**config.mk**
```make
export PLATFORM = sky130hd
export DESIGN_NAME = bsg_manycore_cache_pkt_buffer_profiler
export DESIGN_NICKNAME = d
export VERILOG_FILES = /design/src/rtl/bsg_manycore_cache_pkt_buffer_profiler.sv
export SDC_FILE = /design/constraint.sdc
export NUM_CORES = 1
export LEC_CHECK = 0
export CAP_MARGIN = 25
export CORE_MARGIN = 4
export CORE_UTILIZATION = 35
export DETAILED_ROUTE_END_ITERATION = 8
export GPL_TIMING_DRIVEN = 0
export SYNTH_ARGS = -nofsm -noshare
export SYNTH_HDL_FRONTEND = slang
export SYNTH_SLANG_ARGS = --single-unit
```
**constraint.sdc**
```tcl
create_clock -name clk_i -period 3.3 [get_ports clk_i]
set_input_delay 0.825 -clock clk_i [delete_from_list [all_inputs] [get_ports clk_i]]
set_output_delay 0.825 -clock clk_i [all_outputs]
set_load 0.005 [all_outputs]
```
**src/rtl/bsg_manycore_cache_pkt_buffer_profiler.sv**
```systemverilog
// -----------------------------------------------------------------------------
// bsg_manycore_cache_pkt_buffer_profiler
//
// Two-entry elastic buffer on the cache packet channel between
// bsg_manycore_link_to_cache (upstream) and bsg_cache (downstream). The
// handshake outputs come from registered state only, so the cache's ready
// does not reach back into the link combinationally. Packets pass through
// unmodified and in order. The block also keeps saturating profiling
// counters of dequeued loads (LM), stores (SM) and other ops, and of
// back-pressure cycles.
//
// Packet layout (bsg_cache_pkt_s, MSB first): {opcode[5:0], addr, data, mask}
//
// Ports
//   clk_i          clock, all logic on posedge
//   reset_n_i      asynchronous active-low reset
//   cache_pkt_i    packet from link_to_cache
//   v_i            cache_pkt_i valid
//   ready_o        buffer can accept (enqueue on v_i & ready_o)
//   cache_pkt_o    head packet to bsg_cache
//   v_o            head valid
//   ready_i        cache accepts (dequeue on v_o & ready_i)
//   clear_i        synchronous clear of all counters
//   ld_count_o     dequeued LM packets
//   st_count_o     dequeued SM packets
//   other_count_o  dequeued packets of any other opcode
//   stall_count_o  cycles with v_o & ~ready_i
//   occupancy_o    entries held (0..2)
// -----------------------------------------------------------------------------
module bsg_manycore_cache_pkt_buffer_profiler #(
   parameter int addr_width_p = 28,
   parameter int data_width_p = 32,
   parameter int ctr_width_p  = 32,
   localparam int pkt_width_lp = 6 + addr_width_p + data_width_p + data_width_p/8
) (
   input  logic                    clk_i,
   input  logic                    reset_n_i,
   input  logic [pkt_width_lp-1:0] cache_pkt_i,
   input  logic                    v_i,
   output logic                    ready_o,
   output logic [pkt_width_lp-1:0] cache_pkt_o,
   output logic                    v_o,
   input  logic                    ready_i,
   input  logic                    clear_i,
   output logic [ctr_width_p-1:0]  ld_count_o,
   output logic [ctr_width_p-1:0]  st_count_o,
   output logic [ctr_width_p-1:0]  other_count_o,
   output logic [ctr_width_p-1:0]  stall_count_o,
   output logic [1:0]              occupancy_o
);

   // Opcode encodings from bsg_cache_pkg
   localparam logic [5:0] op_lm_lp = 6'b001100;
   localparam logic [5:0] op_sm_lp = 6'b001101;
   localparam logic [ctr_width_p-1:0] ctr_one_lp = ctr_width_p'(1);

   // Storage is intentionally not reset; v_o qualifies cache_pkt_o.
   logic [pkt_width_lp-1:0] mem_q [2];

   logic       wr_ptr_q, wr_ptr_d;
   logic       rd_ptr_q, rd_ptr_d;
   logic [1:0] occ_q, occ_d;
   logic       enq, deq;
   logic [5:0] head_op;

   // Gating with reset_n_i keeps ready_o low for the whole reset interval
   // even though the occupancy register already reads 0 at that point.
   assign ready_o     = reset_n_i & (occ_q != 2'd2);
   assign v_o         = (occ_q != 2'd0);
   assign cache_pkt_o = mem_q[rd_ptr_q];
   assign occupancy_o = occ_q;
   assign enq         = v_i & ready_o;
   assign deq         = v_o & ready_i;
   assign head_op     = cache_pkt_o[pkt_width_lp-1 -: 6];

   always_comb begin
      wr_ptr_d = wr_ptr_q ^ enq;
      rd_ptr_d = rd_ptr_q ^ deq;
      occ_d    = occ_q;
      case ({enq, deq})
         2'b10:   occ_d = occ_q + 2'd1;
         2'b01:   occ_d = occ_q - 2'd1;
         default: occ_d = occ_q;      // idle, or simultaneous enq+deq at occupancy 1
      endcase
   end

   always_ff @(posedge clk_i or negedge reset_n_i) begin
      if (!reset_n_i) begin
         wr_ptr_q <= 1'b0;
         rd_ptr_q <= 1'b0;
         occ_q    <= 2'd0;
      end else begin
         wr_ptr_q <= wr_ptr_d;
         rd_ptr_q <= rd_ptr_d;
         occ_q    <= occ_d;
      end
   end

   always_ff @(posedge clk_i) begin
      if (enq) begin
         mem_q[wr_ptr_q] <= cache_pkt_i;
      end
   end

   // ---------------------------------------------------------------------
   // Profiling counters: 0 = ld, 1 = st, 2 = other, 3 = stall
   // ---------------------------------------------------------------------
   logic [3:0]                  ctr_inc;
   logic [3:0][ctr_width_p-1:0] ctr_all;

   assign ctr_inc[0] = deq & (head_op == op_lm_lp);
   assign ctr_inc[1] = deq & (head_op == op_sm_lp);
   assign ctr_inc[2] = deq & (head_op != op_lm_lp) & (head_op != op_sm_lp);
   assign ctr_inc[3] = v_o & ~ready_i;

   for (genvar gi = 0; gi < 4; gi++) begin : g_ctr
      logic [ctr_width_p-1:0] cnt_q, cnt_d;

      // Clear takes priority over a coincident increment; all-ones sticks.
      always_comb begin
         cnt_d = cnt_q;
         if (clear_i) begin
            cnt_d = '0;
         end else if (ctr_inc[gi] && !(&cnt_q)) begin
            cnt_d = cnt_q + ctr_one_lp;
         end
      end

      always_ff @(posedge clk_i or negedge reset_n_i) begin
         if (!reset_n_i) begin
            cnt_q <= '0;
         end else begin
            cnt_q <= cnt_d;
         end
      end

      assign ctr_all[gi] = cnt_q;
   end

   assign ld_count_o    = ctr_all[0];
   assign st_count_o    = ctr_all[1];
   assign other_count_o = ctr_all[2];
   assign stall_count_o = ctr_all[3];

endmodule

```
==> results of run 1 <==
[what timing repair did]
item | CTS | global route
gates resized for setup | 10 | 2
hold buffers | 0 | 0
cloned | 0 | 1
endpoints found under the hold margin | 0 | 0
endpoints found under the setup margin | 56 | 17
[power breakdown]
group          internal, mW  switching, mW  leakage, nW  total [mW]
logic                  1.16          0.949         2.26        2.11
clock network          2.13           1.39        0.505        3.52
registers              3.86          0.105         3.11        3.97
[worst min-delay path by stage]
stage                            startpoint                 to  cells past startpoint
final                             reset_n_i     st_count_o[23]                      1
after global routing              reset_n_i      ld_count_o[1]                      1
after CTS                         reset_n_i      ld_count_o[1]                      1
after detailed placement     st_count_o[10]     st_count_o[10]                      2
after global placement    other_count_o[18]  other_count_o[18]                      2
after floorplan              occupancy_o[1]     occupancy_o[1]                      1
[per-layer routing]
metal	vias up	share of wire, %	GRT usage [%]
li1	4684	-	-
met4	2	2.2	3.78
met5	-	0.043	0
met1	4731	40	21.6
met2	321	48	29.6
met3	47	10	6.92
[critical path, delay by kind of cell (launching register included)]
family	cells	cell delay, ns
flip-flops	1	0.34
buffers and inverters	3	0.96
multiplexers	1	0.41
[Yosys cell counts (all sizes together) (7+ instances only)]
cell      n
inv      25
a21oi    88
nand2    46
nor2b    15
xnor2    11
nand3    49
nor2     54
o31ai    46
dfrtp   132
and3      7
mux2     86
and4     13
or4      52
nand4    35
nor3     12
or3      44
ha        7
o211ai    7
nor4     12
edfxtp  140
o21ai    48
xor2     10
clkbuf   49
[final cells by class]
class	instances	area [um2]	area share, %
Inverter	25	93.8	0.550
Buffer	54	230	1.35
Clock buffer	44	865	5.07
Multi-Input combinational cell	695	4710	27.6
Tap cell	455	569	3.34
Sequential cell	272	7510	44.0
Clock inverter	12	178	1.04
Timing Repair Buffer	281	2890	17.0
[registers in the layout, summed over array words and instances, names as in the netlist]
| name | cells |
|---|---|
| occupancy_o | 2 |
| rd_ptr_q | 1 |
| st_count_o | 32 |
| stall_count_o | 32 |
| ld_count_o | 32 |
| other_count_o | 32 |
| wr_ptr_q | 1 |
| mem_q | 140 |
[kinds of logic (layout without fill, tap and decap cells)]
kind of cell / count (synthesis) / in the layout
fa+ha+maj: 7 / 7
xor+xnor: 21 / 21
mux: 89 / 89
compound gates: 213 / 213
flops: 272 / 272
simple gates: 365 / 365
buf+inv: 80 / 416
[through the flow]
step | hold WS, ns | power (mW) | setup TNS [ns] | worst slack [ns]
5_1_grt | 0.136 | 10.1 | 0 | 0.0203
3_3_place_gp | 0.556 | 6.14 | -1532.26 | -6.57
4_1_cts | 0.115 | 9.76 | 0 | 0.0145
3_5_place_dp | 0.568 | 6.17 | -31.91 | -0.656
2_1_floorplan | 0.523 | 4.94 | -13.83 | -0.0988
6_report | 0.134 | 9.59 | 0 | 0.188
==> impl_results.md, run 1 <==
- Worst Setup EP: cache_pkt_o[61]
- RSZ-0062 raised after global routing: no
- Total GRT Usage: 17.6%
- CTS buffer count: 31
- Die Area: 38800 um2
- Crit-path slowest cell: clkdlybuf4s50_1
- Die width: 197 um
- CTS Buffer Depth: 3
- Antenna-violating nets left: 0
- Async SR Flop Fraction: 48.5%
- Worst r2r path cells: 9
- Netlist cell types: 51
- Post-synthesis adder-cell area fraction: 0.701%
- Via count: 9785
- Placed inst area: 15900 um2
- Synth top area cells: edfxtp_1 (34%), dfrtp_1 (26%), mux2_2 (7.7%)
- Largest net degree at the start of global routing: 73
- Row cnt: 68
- Fin util: 48.9%
- Final Slew Violations: 0
- Worst R2R End: other_count_o[1]
- Top-area cell type share of the netlist area: 33.6%
- Cell chain of the critical path: buf_6, clkbuf_2, mux2_2, clkdlybuf4s50_1
- Max Cap Viol: 0
- XOR/XNOR Fraction of Synth Area: 1.47%
- Port Buf Inserts: 276
- P&R area growth vs syn: 36.4%
- Slew at the pin closest to its max-slew limit: 0.973 ns
- Mapped Cells: 1047
- Maximum vdd ir drop: 0.496 mV
- Initial Util: 35.8%
- Final setup fails: 0
- TritonRoute pass-1 iters: 5
- Fin crit share: 94.3%
- Worst EP required: 2.47 ns
- Routability congestion estimate: 0.834
- Syn avg cell area: 11.9 um2
- Sequential element share of the synthesized area: 60.1%
- N_diodes: 0
- Synth Area in Compound Gates: 10.3%
- Arr. time, crit path: 2.29 ns
- Die Y-Extent: 197 um
- DRC: 0
- Initial antenna violation count: 1
- Vias per inst: 5.32
- Final Net Count: 1442
- CTS H-Tree Depth: 1
- Clk sinks: 272
- Final min period: 3.11 ns
- Power per cell area: 563 nW/um2
- Critical Path Source: rd_ptr_q
- Slew headroom: 34.5%
- Status: finished clean
- Vias in the first global route: 9792
- Post-synth EDFFs: 140
- Fillcell total: 3225
- Core area: 34900 um2
- Share of cells above drive strength 1: 12.0%
- CTS root buf: clkbuf_16
- Ys Warns: 0
- Crit Reg-Reg Startpoint: other_count_o[0]
- Final instance area: 17000 um2
- Top fanout value on the critical path: 10
- Placed cells: 1782
- Max frequency: 0.321 GHz
- R2R Setup Slk: 0.20 ns
- Crit Path Class: reg2out
- Mux cell area share after synthesis: 8.02%
- Main synth FF type: edfxtp_1
- Grt total ovfl: 0
- Fin. Hold Viols: 0
- Hold Crit Class: in2async
- Crit. End Element: output pin
- First-pass GRT wire length: 55200 um
- Synth area leader: edfxtp_1
- Post-synthesis simple-gate area fraction: 16.9%
- Clock Latency Late Sink: 0.58 ns
- DRT iter0 DRCs: 456
- Final Non-Filler Cells: 1838
- Syn Nets: 1129
- CP peak stage delay: 0.49 ns
- Final Skew: 0.0159 ns
- Worst-path clk slew: 0.06 ns
- Final wirelength: 35100 um
- Worst setup SP type: flop
- Synthesis-stage register bit count: 272
- Leak: 5.88 nW
- Most common cell after layout, fill and taps aside: clkdlybuf4s50_1
- Average wire per standard cell: 19.1 um
- Largest family of logic cells by synthesized area: simple AND/OR/NAND/NOR gates
- Synthesized area: 12500 um2
- CTS tree: done
- IO Count: 277
- Post-DP HPWL: 25400 um
- Commonest non-fill, non-tap cells in the layout: clkdlybuf4s50_1 (275), edfxtp_1 (140), dfrtp_1 (132), a21oi_1 (88), mux2_2 (85)
- Post-CTS setup buffers: 0
Power figures use the tool's default switching activity.
==> run 2: changes to the inputs <==
CELL_PAD_IN_SITES_DETAIL_PLACEMENT = 1   (was unset)
CELL_PAD_IN_SITES_GLOBAL_PLACEMENT = 2   (was unset)
CORE_UTILIZATION = 33   (was 35)
HOLD_SLACK_MARGIN = 0.1   (was unset)
PLACE_DENSITY_LB_ADDON = 0.1   (was unset)
==> impl_results.md, run 2 (synthesis results as in run 1) <==
- Status: finished clean
- Max frequency: 0.326 GHz
- DRC: 0
- Cts-stage hold buffer count: 0
- Clock Latency Late Sink: 0.53 ns
- Via count: 9901
- Routability congestion estimate: 0.777
- Final Net Count: 1446
- Arr. time, crit path: 2.25 ns
- Port Buf Inserts: 276
- Commonest non-fill, non-tap cells in the layout: clkdlybuf4s50_1 (275), edfxtp_1 (140), dfrtp_1 (132), a21oi_1 (88), mux2_2 (85)
- Placed cells: 1837
- Initial Util: 33.3%
- Leak: 5.86 nW
- Fin Hold WS: 0.283 ns
- Die width: 203 um
- Fin. Hold Viols: 0
- Grt total ovfl: 0
- Core area: 37500 um2
- Row cnt: 71
- Maximum vdd ir drop: 0.437 mV
- Power per cell area: 558 nW/um2
- Worst-path clk slew: 0.05 ns
- P&R area growth vs syn: 36.4%
- CTS root buf: clkbuf_16
- Final setup fails: 0
- Die Area: 41100 um2
- Worst EP required: 2.47 ns
- Setup ws final: 0.229 ns
- Final Slew Violations: 0
- Top fanout value on the critical path: 61
- Slew at the pin closest to its max-slew limit: 0.955 ns
- Worst setup SP type: primary input
- Fin crit share: 93.1%
- Cell family with most CP delay: buffers and inverters
- Total GRT Usage: 18.4%
- Crit-path slowest cell: clkdlybuf4s50_1
- CTS H-Tree Depth: 2
- Setup_tns: 0 ns
- Final min period: 3.07 ns
- Clk sinks: 272
- Antenna-violating nets left: 0
- Hold Crit Class: in2async
- CTS tree: done
- Final Skew: 0.0108 ns
- Most flop-heavy register: mem_q
- Crit. End Element: output pin
- TritonRoute pass-1 iters: 5
- Cell chain of the critical path: buf_6, a21boi_0, clkdlybuf4s50_1
- Max Cap Viol: 0
- Most common cell after layout, fill and taps aside: clkdlybuf4s50_1
- Average wire per standard cell: 20.4 um
- IO Count: 277
- Die Y-Extent: 203 um
- Initial antenna violation count: 3
- Pre-CTS setup slack: -0.639 ns
- First-pass GRT wire length: 60500 um
- Critical path buffer and inverter count: 2
- Share of cells above drive strength 1: 12.4%
- RSZ-0062 raised after global routing: no
- Max FFs per register: 140
- N_diodes: 0
- Slew headroom: 35.8%
- Vias in the first global route: 10411
- CP peak stage delay: 0.60 ns
- Power consumption: 9.50 mW
- Crit Path Class: in2out
- Final Non-Filler Cells: 1897
- Final wirelength: 38700 um
- DRT iter0 DRCs: 372
- Largest net degree at the start of global routing: 74
- CTS Buffer Depth: 3
- CTS buffer count: 34
- Post-DP HPWL: 27600 um
- Vias per inst: 5.22
-- run 2: changes by cell type in the layout (fill, tap and decap cells not counted), moves of 2 or more --
cell	before	now
buf_12	0	2
clkinv_2	2	5
bufinv_16	4	0
clkbuf_1	50	48
clkbuf_2	7	9
buf_16	4	1
clkbuf_16	32	34
inv_6	0	3
buf_4	0	2
-- run 2: cell type report --
type	count	area [um2]
Clock inverter	13	90.1
Tap cell	511	639
Sequential cell	272	7510
Timing Repair Buffer	281	2850
Fill cell	4027	20400
Buffer	55	236
Inverter	25	93.8
Clock buffer	45	922
Multi-Input combinational cell	695	4710
-- run 2: through the flow --
step,instance area (um2),util (%)
floorplan,12500,-
global placement,15900,42.4
detailed placement,16000,42.7
CTS,17000,45.4
global route,17000,45.5
finish,17000,45.5
-- run 2: routing by layer --
| metal | wire (um) | track usage (%) | part of all wire (%) | vias up |
|---|---|---|---|---|
| met4 | 612 | 4.44 | 1.6 | 6 |
| li1 | - | - | - | 4681 |
| met2 | 18100 | 29.9 | 47 | 217 |
| met3 | 3170 | 6.85 | 8.2 | 45 |
| met5 | 47 | 0 | 0.12 | - |
| met1 | 16700 | 23.6 | 43 | 4952 |
-- run 2: path summary, 6_finish.rpt --
check / cells past startpoint / slack [ns] / start / endpoint
setup / recovery: 3 / 0.23 / reset_n_i / ready_o
hold / removal: 1 / 0.28 / reset_n_i / st_count_o[22]
setup reg to reg: 9 / 0.28 / other_count_o[0] / other_count_o[10]
hold reg to reg: 2 / 0.58 / stall_count_o[21] / stall_count_o[21]
max in group asynchronous: 2 / 2.19 / reset_n_i / stall_count_o[29]
min in group clk_i: 2 / 0.58 / stall_count_o[21] / stall_count_o[21]
-- run 2: repair_timing --
action / CTS / global route
setup endpoints to repair: 41 / 33
pin swaps: 0 / 1
buffers inserted: 0 / 2
resized for setup: 7 / 7
-- run 2: power breakdown --
group,internal (mW),switching (mW)
Combinational,1.15,0.943
Sequential,3.86,0.106
Clock,1.98,1.47
Total,6.98,2.52
